### src/rtl/replay_pkg.sv
// Shared types and constants for the move replayer.
package replay_pkg;

  // 2-bit move encoding as recorded by the solver
  typedef enum logic [1:0] {
    MV_XINC = 2'b00,
    MV_YDEC = 2'b01,
    MV_XDEC = 2'b10,
    MV_YINC = 2'b11
  } move_t;

  typedef enum logic [2:0] {
    ST_IDLE    = 3'd0,
    ST_POP     = 3'd1,
    ST_CAPTURE = 3'd2,
    ST_APPLY   = 3'd3,
    ST_PAUSE   = 3'd4,
    ST_DONE    = 3'd5,
    ST_ERR     = 3'd6
  } replay_state_t;

  localparam int GOAL_X = 15;
  localparam int GOAL_Y = 0;

  // Counter width able to hold DELAY-1 (at least one bit)
  function automatic int pace_cnt_w(input int delay);
    return (delay > 1) ? $clog2(delay) : 1;
  endfunction

endpackage

### src/rtl/replay_pace_timer.sv
// Loadable down-counter that sets the length of the PAUSE state.
// load presets DELAY-1; expired is high while the count sits at zero,
// so a load followed by enable gives exactly DELAY cycles of waiting.
module replay_pace_timer
  import replay_pkg::*;
#(
  parameter int DELAY = 4
) (
  input  logic Clk,
  input  logic our_reset,
  input  logic load,
  input  logic enable,
  output logic expired
);

  localparam int CW = pace_cnt_w(DELAY);

  logic [CW-1:0] cnt;

  // Down-count toward zero and stop there
  always_ff @(posedge Clk) begin
    if (!our_reset) begin
      cnt <= '0;
    end else if (load) begin
      cnt <= CW'(DELAY - 1);
    end else if (enable && (cnt != '0)) begin
      cnt <= cnt - CW'(1);
    end
  end

  assign expired = (cnt == '0);

endmodule

### src/rtl/move_replayer.sv
// Replays the solver's recorded moves from the start cell, one paced step
// per move, and reports completion and whether the goal was reached.
// Optional bounds checking: define REPLAY_BOUNDS_CHECK_EN to stop in ERR on
// a move that would leave the grid; otherwise coordinates wrap.
//
// state   | meaning
// IDLE    | waiting for start after reset
// POP     | pop request to the deque this cycle
// CAPTURE | deque data valid, latch it into move_dir
// APPLY   | update position on the exit edge
// PAUSE   | STEP_DELAY cycles of visible hold
// DONE    | replay finished, done held
// ERR     | out-of-bounds move rejected (bounds-check build only)
module move_replayer
  import replay_pkg::*;
#(
  parameter int WIDTH      = 4,
  parameter int START_X    = 0,
  parameter int START_Y    = 15,
  parameter int STEP_DELAY = 4,
  parameter int MAX_STEPS  = 255,
  parameter int CNT_W      = 8
) (
  input  logic             Clk,
  input  logic             our_reset,
  input  logic             start,
  input  logic             is_deque_empty,
  input  logic [1:0]       stack_out,
  output logic             pop_front,
  output logic [WIDTH-1:0] pos_x,
  output logic [WIDTH-1:0] pos_y,
  output logic [1:0]       move_dir,
  output logic             move_valid,
  output logic [CNT_W-1:0] step_count,
  output logic             busy,
  output logic             done,
  output logic             at_goal,
  output logic             error
);

  replay_state_t    state;
  logic             pace_expired;
  logic [WIDTH-1:0] next_x;
  logic [WIDTH-1:0] next_y;

  replay_pace_timer #(
    .DELAY(STEP_DELAY)
  ) u_pace (
    .Clk      (Clk),
    .our_reset(our_reset),
    .load     (state == ST_APPLY),
    .enable   (state == ST_PAUSE),
    .expired  (pace_expired)
  );

  // Candidate position after applying the latched move (wraps naturally)
  always_comb begin
    next_x = pos_x;
    next_y = pos_y;
    case (move_t'(move_dir))
      MV_XINC: next_x = pos_x + WIDTH'(1);
      MV_YDEC: next_y = pos_y - WIDTH'(1);
      MV_XDEC: next_x = pos_x - WIDTH'(1);
      MV_YINC: next_y = pos_y + WIDTH'(1);
    endcase
  end

`ifdef REPLAY_BOUNDS_CHECK_EN
  logic out_of_bounds;

  // A move is rejected when it would step off either edge of the grid
  always_comb begin
    out_of_bounds = 1'b0;
    case (move_t'(move_dir))
      MV_XINC: out_of_bounds = (pos_x == {WIDTH{1'b1}});
      MV_YDEC: out_of_bounds = (pos_y == '0);
      MV_XDEC: out_of_bounds = (pos_x == '0);
      MV_YINC: out_of_bounds = (pos_y == {WIDTH{1'b1}});
    endcase
  end
`endif

  // Replay sequencer: state, position, captured move and step counter
  always_ff @(posedge Clk) begin
    if (!our_reset) begin
      state      <= ST_IDLE;
      pos_x      <= WIDTH'(START_X);
      pos_y      <= WIDTH'(START_Y);
      move_dir   <= 2'b00;
      step_count <= '0;
      move_valid <= 1'b0;
    end else begin
      move_valid <= 1'b0;
      case (state)
        ST_IDLE, ST_DONE, ST_ERR: begin
          if (start) begin
            pos_x      <= WIDTH'(START_X);
            pos_y      <= WIDTH'(START_Y);
            step_count <= '0;
            state      <= is_deque_empty ? ST_DONE : ST_POP;
          end
        end
        // Deque drained under us: finish rather than capture stale data
        ST_POP: state <= is_deque_empty ? ST_DONE : ST_CAPTURE;
        ST_CAPTURE: begin
          move_dir <= stack_out;
          state    <= ST_APPLY;
        end
        ST_APPLY: begin
`ifdef REPLAY_BOUNDS_CHECK_EN
          if (out_of_bounds) begin
            state <= ST_ERR;
          end else begin
            pos_x      <= next_x;
            pos_y      <= next_y;
            step_count <= step_count + CNT_W'(1);
            move_valid <= 1'b1;
            state      <= ST_PAUSE;
          end
`else
          pos_x      <= next_x;
          pos_y      <= next_y;
          step_count <= step_count + CNT_W'(1);
          move_valid <= 1'b1;
          state      <= ST_PAUSE;
`endif
        end
        ST_PAUSE: begin
          if (pace_expired) begin
            if (is_deque_empty || (step_count == CNT_W'(MAX_STEPS)))
              state <= ST_DONE;
            else
              state <= ST_POP;
          end
        end
        default: state <= ST_IDLE;
      endcase
    end
  end

  // pop_front is gated by the empty flag so an empty deque is never popped
  assign pop_front = (state == ST_POP) && !is_deque_empty;
  assign busy      = (state == ST_POP) || (state == ST_CAPTURE) ||
                     (state == ST_APPLY) || (state == ST_PAUSE);
  assign done      = (state == ST_DONE) || (state == ST_ERR);
  // Position is frozen in DONE, so evaluating continuously equals evaluating on entry
  assign at_goal   = (state == ST_DONE) &&
                     (pos_x == WIDTH'(GOAL_X)) && (pos_y == WIDTH'(GOAL_Y));

`ifdef REPLAY_BOUNDS_CHECK_EN
  assign error = (state == ST_ERR);
`else
  assign error = 1'b0;
`endif

endmodule
### config.mk
export PLATFORM = sky130hd
export DESIGN_NAME = move_replayer
export DESIGN_NICKNAME = d
export VERILOG_FILES = /design/src/rtl/replay_pkg.sv /design/src/rtl/replay_pace_timer.sv /design/src/rtl/move_replayer.sv
export SDC_FILE = /design/constraint.sdc
export NUM_CORES = 1
export LEC_CHECK = 0
export ABC_AREA = 1
export CORE_AREA = 2 2 56 58
export CTS_CLUSTER_DIAMETER = 40
export DETAILED_ROUTE_END_ITERATION = 10
export DIE_AREA = 0 0 58 60
export GPL_ROUTABILITY_DRIVEN = 0
export PLACE_DENSITY = 0.84
export SETUP_SLACK_MARGIN = 0.1
export SLEW_MARGIN = 40
export SYNTH_ARGS = -nofsm -noshare
export SYNTH_HDL_FRONTEND = slang
export SYNTH_SLANG_ARGS = --single-unit
### constraint.sdc
create_clock -name Clk -period 2.5 [get_ports Clk]
set_input_delay 0.25 -clock Clk [delete_from_list [all_inputs] [get_ports Clk]]
set_output_delay 0.25 -clock Clk [all_outputs]
set_load 0.01 [all_outputs]
======== After elaboration in Yosys (flattened, before gate mapping) ========
Index checks and enable logic that the tools add are counted.
word-level totals
  flip-flop bits (word level) ............. 24
  bits of input ports ..................... 6
  output and inout port bits .............. 24
  word-level logic and storage cells ...... 67
cells by class
  add/sub/neg operators ................... 6
  eq/ne operators ......................... 15
  multiplexer cells ....................... 17
  reduce and logical (&&, ||, !) cells .... 22
operator list
  operator             number
  $pmux 4 s2           4
  $pmux 8 s2           1
  $mux 3               5
  $pmux 3 s5           1
  $eq 3x3->1 const B   3
  $add 4x1->4 const B  2
  $add 8x1->8 const B  1
  $eq 8x8->1 const B   1
  $mux 4               2
  $mux 8               1
  $sub 4x1->4 const B  2
  $eq 3x2->1 const B   2
  $ne 3x3->1 const B   2
  $reduce_and 3->1     2
  $reduce_bool 2->1    3
  $logic_or 1x1->1     5
  $eq 2x2->1 const B   2
  $eq 4x4->1 const B   1
  $logic_and 1x1->1    4
  $logic_not 2->1      2
  $logic_not 4->1      1
  $mux 2               2
  $ne 2x2->1 const B   2
  $reduce_and 2->1     2
  7 further kinds      7

======== Longest topological paths before layout ========
Gate-level depths: netlist (run 1).
  word-level depth ........................ 5
  gate-level depth with buffers ........... 9
  mapped depth without buffers ............ 9

======== Cells and area by module ========
A second synthesis (run 1) with hierarchy kept.
unflattened totals
  cell total of the unflattened synthesis .. 210
  area, all modules ....................... 1,442.6 µm²
by module, submodules not included
  module             times used  cells each  area each (µm²)  sequential area each (µm²)
  move_replayer      1           192         1,318.8          440.4
  replay_pace_timer  1           18          123.9            40.0

======== Least setup slack after synthesis (run 1) ========
No wires, ideal clock.
  path type ............................... reg-to-reg
  start point ............................. register move_dir[0]
  end point ............................... register pos_y[3]
  setup time .............................. 0.128 ns
  arrival ................................. 1.450 ns
  required time ........................... 2.372 ns
  slack ................................... 0.922 ns
  cell stages (with the launch flop) ...... 9
  path buffers ............................ 0
  period minus slack after synthesis ...... 1.578 ns
  cell sequence ........................... dfxtp_1 > nand2_1 > ha_1 > a21oi_1 > nand2_1 > nand2_1 > nand3_1 > nand3_1 > nand3_1
on the way
  longest elaborated chain between the ends .. 3
  elaborated cells on any way between the ends .. 6
  classes of those cells .................. eq/ne: 3; mux: 2; reduce/logical: 1
ends and longest elaborated chain
  what                                            line                  RTL
  start: declaration                              move_replayer.sv:32   output logic [1:0] move_dir,
  start signal: assignment                        move_replayer.sv:106  move_dir <= stack_out;
  $eq 2x2->1 or $eq 2x1->1 (tied branches)        move_replayer.sv:60   case (move_t'(move_dir))
  $pmux 4 s2 or $ne 3x3->1 (tied branches)        --
  $pmux 4 s2 or $reduce_and 3->1 (tied branches)  --
  end signal: assignment                          move_replayer.sv:88   pos_y <= WIDTH'(START_Y);
  end signal: assignment                          move_replayer.sv:98   pos_y <= WIDTH'(START_Y);
  end signal: assignment                          move_replayer.sv:122  pos_y <= next_y;
  end: declaration                                move_replayer.sv:31   output logic [WIDTH-1:0] pos_y,
Several ways; a longest one is shown, not always the timed one.
A chain may end at the register's enable or synchronous reset.

======== Worst setup path after layout (run 1) ========
  start point ............................. register state[2]
  end point ............................... output port at_goal
on the way
  longest elaborated chain between the ends .. 3
ends and longest elaborated chain
  what                      line                  RTL
  start: declaration        move_replayer.sv:41   replay_state_t state;
  start signal: assignment  move_replayer.sv:100  state <= is_deque_empty ? ST_DONE : ST_POP;
  start signal: assignment  move_replayer.sv:104  ST_POP: state <= is_deque_empty ? ST_DONE : ST_CAPTURE;
  $eq 3x3->1                move_replayer.sv:147  assign at_goal = (state == ST_DONE) &&
  $logic_and 1x1->1         move_replayer.sv:147
  $logic_and 1x1->1         move_replayer.sv:148  (pos_x == WIDTH'(GOAL_X)) && (pos_y == WIDTH'(GOAL_Y));
  end: declaration          move_replayer.sv:37   output logic at_goal,
Every way passes these cells.

==> results of run 1 <==
==> sequential cells by signal, summed over array words and instances, names as in the netlist <==
| signal | count |
|---|---|
| step_count | 8 |
| pos_y | 4 |
| pos_x | 4 |
| move_dir | 2 |
| u_pace.cnt | 2 |
| state | 3 |
| move_valid | 1 |
==> path summary, 6_finish.rpt <==
| path | to | depth (start not counted) |
|---|---|---|
| worst max-delay path | at_goal | 5 |
| worst min-delay path | u_pace.cnt[1]$_SDFFE_PN0P_ | 2 |
| worst max register to register | pos_y[3]$_SDFFE_PN1P_ | 8 |
| worst min register to register | u_pace.cnt[1]$_SDFFE_PN0P_ | 2 |
==> area by class of cell <==
type,count,area (µm²),share of cell area [%]
multi-input cells,151,823,46.3
flip-flops and latches,24,482,27.1
repair buffers,29,288,16.2
inverters,24,92.6,5.20
well taps,33,41.3,2.32
clock inverters,1,30.0,1.69
clock buffers,3,22.5,1.27
==> placed cells by master, fill, tap and decap left out, types with 2 or more instances in the layout <==
cell type,count
ha_1,6
nand2_2,4
nand2_1,45
fa_1,2
a21oi_1,22
o21ai_1,4
nand3_1,25
nor2_2,2
nand3_2,3
inv_1,17
clkbuf_4,3
clkdlybuf4s50_1,28
inv_2,6
dfxtp_1,23
o21ai_0,13
nor2_1,11
nand4_1,5
==> per-stage QoR <==
stage,worst slack (ns),hold slack (ns)
finish,0.353,0.474
global route,0.234,0.496
CTS,0.190,0.476
detailed placement,0.574,0.458
global placement,0.646,0.445
floorplan,0.922,0.385
==> what timing repair did <==
| item | CTS | global route |
|---|---|---|
| setup endpoints to repair | 0 | 1 |
| hold buffers | 0 | 0 |
| gates resized for setup | 0 | 1 |
==> routing by layer <==
layer	track usage, %	up-vias
li1	-	732
met1	25.2	633
met2	33.4	52
met3	2.38	9
met4	12.0	0
met5	0	-
==> power breakdown <==
group          leakage, nW  switching [mW]  internal (mW)
registers            0.195          0.0383          0.405
logic                0.505           0.126         0.0941
clock network       0.0279           0.125          0.162
==> critical path, cell delays in order (launching register included) <==
cell	delay [ns]
dfxtp_2	0.50
inv_2	0.09
nor4_1	0.20
nand4_1	0.14
nor2_1	0.10
clkdlybuf4s50_1	0.53
==> cells by family after synthesis <==
kind of cell	Yosys count	synth area share [%]
buf+inv	31	10.7
other cells	1	0.257
flops	24	32.9
simple gates	102	34.3
fa+ha+maj	8	7.88
compound gates	40	14.0
==> impl_metrics.tcl, run 1 <==
set metrics [dict create \
    status "complete, no violations" \
    top_layer "met4" \
    synth-seq-cells 24 \
    synth_common_cells "nand2_1, nand3_1, dfxtp_1" \
    portBuffers 28 \
    clockRootBuffer "clkbuf_4" \
    fin_area_um2 1780 \
    routedWlPerCell_um 12.0 \
    grt_remaining_overflow 0 \
    setup_viol 0 \
    end_kind "output port" \
    die_h_um 60 \
    slew_viol_final 0 \
    start_util_pct 50.3 \
    h-tree-depth 1 \
    route.detailed.drc 0 \
    cp_max_fo 8 \
    hold_viol 0 \
    grt_pass1_vias 1301 \
    r2r_start "move_dir[0]$_SDFFE_PN0P_" \
    min-delay-start "u_pace.cnt[1]$_SDFFE_PN0P_" \
    final_util_pct 61.3 \
    maxCapViolations 0 \
    cp-start-kind "flop" \
    clock_path_buffers 2 \
    post-cts-setup-buffers 0 \
    syn_area_um2 1460 \
    dp_cells 261 \
    crit_required_ns 2.25 \
    post-synth-top-count-cell "nand2_1" \
    path_class "flop to output port" \
    max_freq_ghz 0.466 \
    wl_met1_um 1440 \
    die_area_um2 3480 \
    row_count 20 \
    synthCells 206 \
    core_um2 2900 \
    antenna_found_initial 0 \
    place_area_um2 1730 \
    die_x_um 58 \
    fin_crit_ns 2.15 \
    cts_buffers 3 \
    critPathLaunch "state[2]$_SDFFE_PN0P_" \
    yosys_warnings 0 \
    ys_async_sr_fraction_pct 0 \
    ys.flop_type "dfxtp_1" \
    clock_skew_ns 0.00264 \
    num_vias 1426 \
    powerDensity_nw_per_um2 534 \
    wl_met2_um 1490 \
    p_leak_nw 0.728 \
    peakVddDrop_uv 395 \
    worst_ep_arrival_time_ns 1.90 \
    final_layout_size_suffix_gt1_share_pct 11.6 \
    totalWireLength_um 3190 \
    firstDrtPassIters 4 \
    clock-sinks 24 \
    antenna_cells 0 \
    tritoncts "built" \
    wl_met3_um 180 \
    drtIter0Drc 80 \
    io_pins 30 \
    synth_fp_nets 220 \
    synth_cell_types 28 \
    tns_ns 0 \
    final.fill_count 272 \
    grt_usage_pct 20.2 \
    grt_max_degree 15 \
    synth_top_cell_by_area "dfxtp_1" \
    clock_latency_ns 0.32 \
    area_growth_pct 21.9 \
    worstHoldPathType "flop to flop" \
    p_total_uw 950 \
    seq_area_frac_synth_pct 32.9 \
    nets 247 \
    rsz0062_at_grt "no" \
    dp_hpwl_um 2360 \
    timing.final.crit_share_pct 85.9 \
    clk_transition_reported_paths_ns 0.14 \
    final_cell_count_no_fill 265 \
    synthDominantCellAreaShare_pct 32.9 \
    yosys-top-cells-area "dfxtp_1, nand2_1, nand3_1" \
    grt_pass1_wl_um 5410 \
    ant_nets 0 \
    syn_avg_cell_area_um2 7.09 \
    r2r_slack_ns 0.79 \
    synth_edf_count 0 \
    viasPerCell 5.38 \
]
(Power assumes the default switching activity.)
==> run 2, diff against run 1 <==
- CTS_CLUSTER_SIZE: not set -> 10
==> results of run 2 <==
Same layout as run 1: the final DEF is identical, and so are final timing and power.
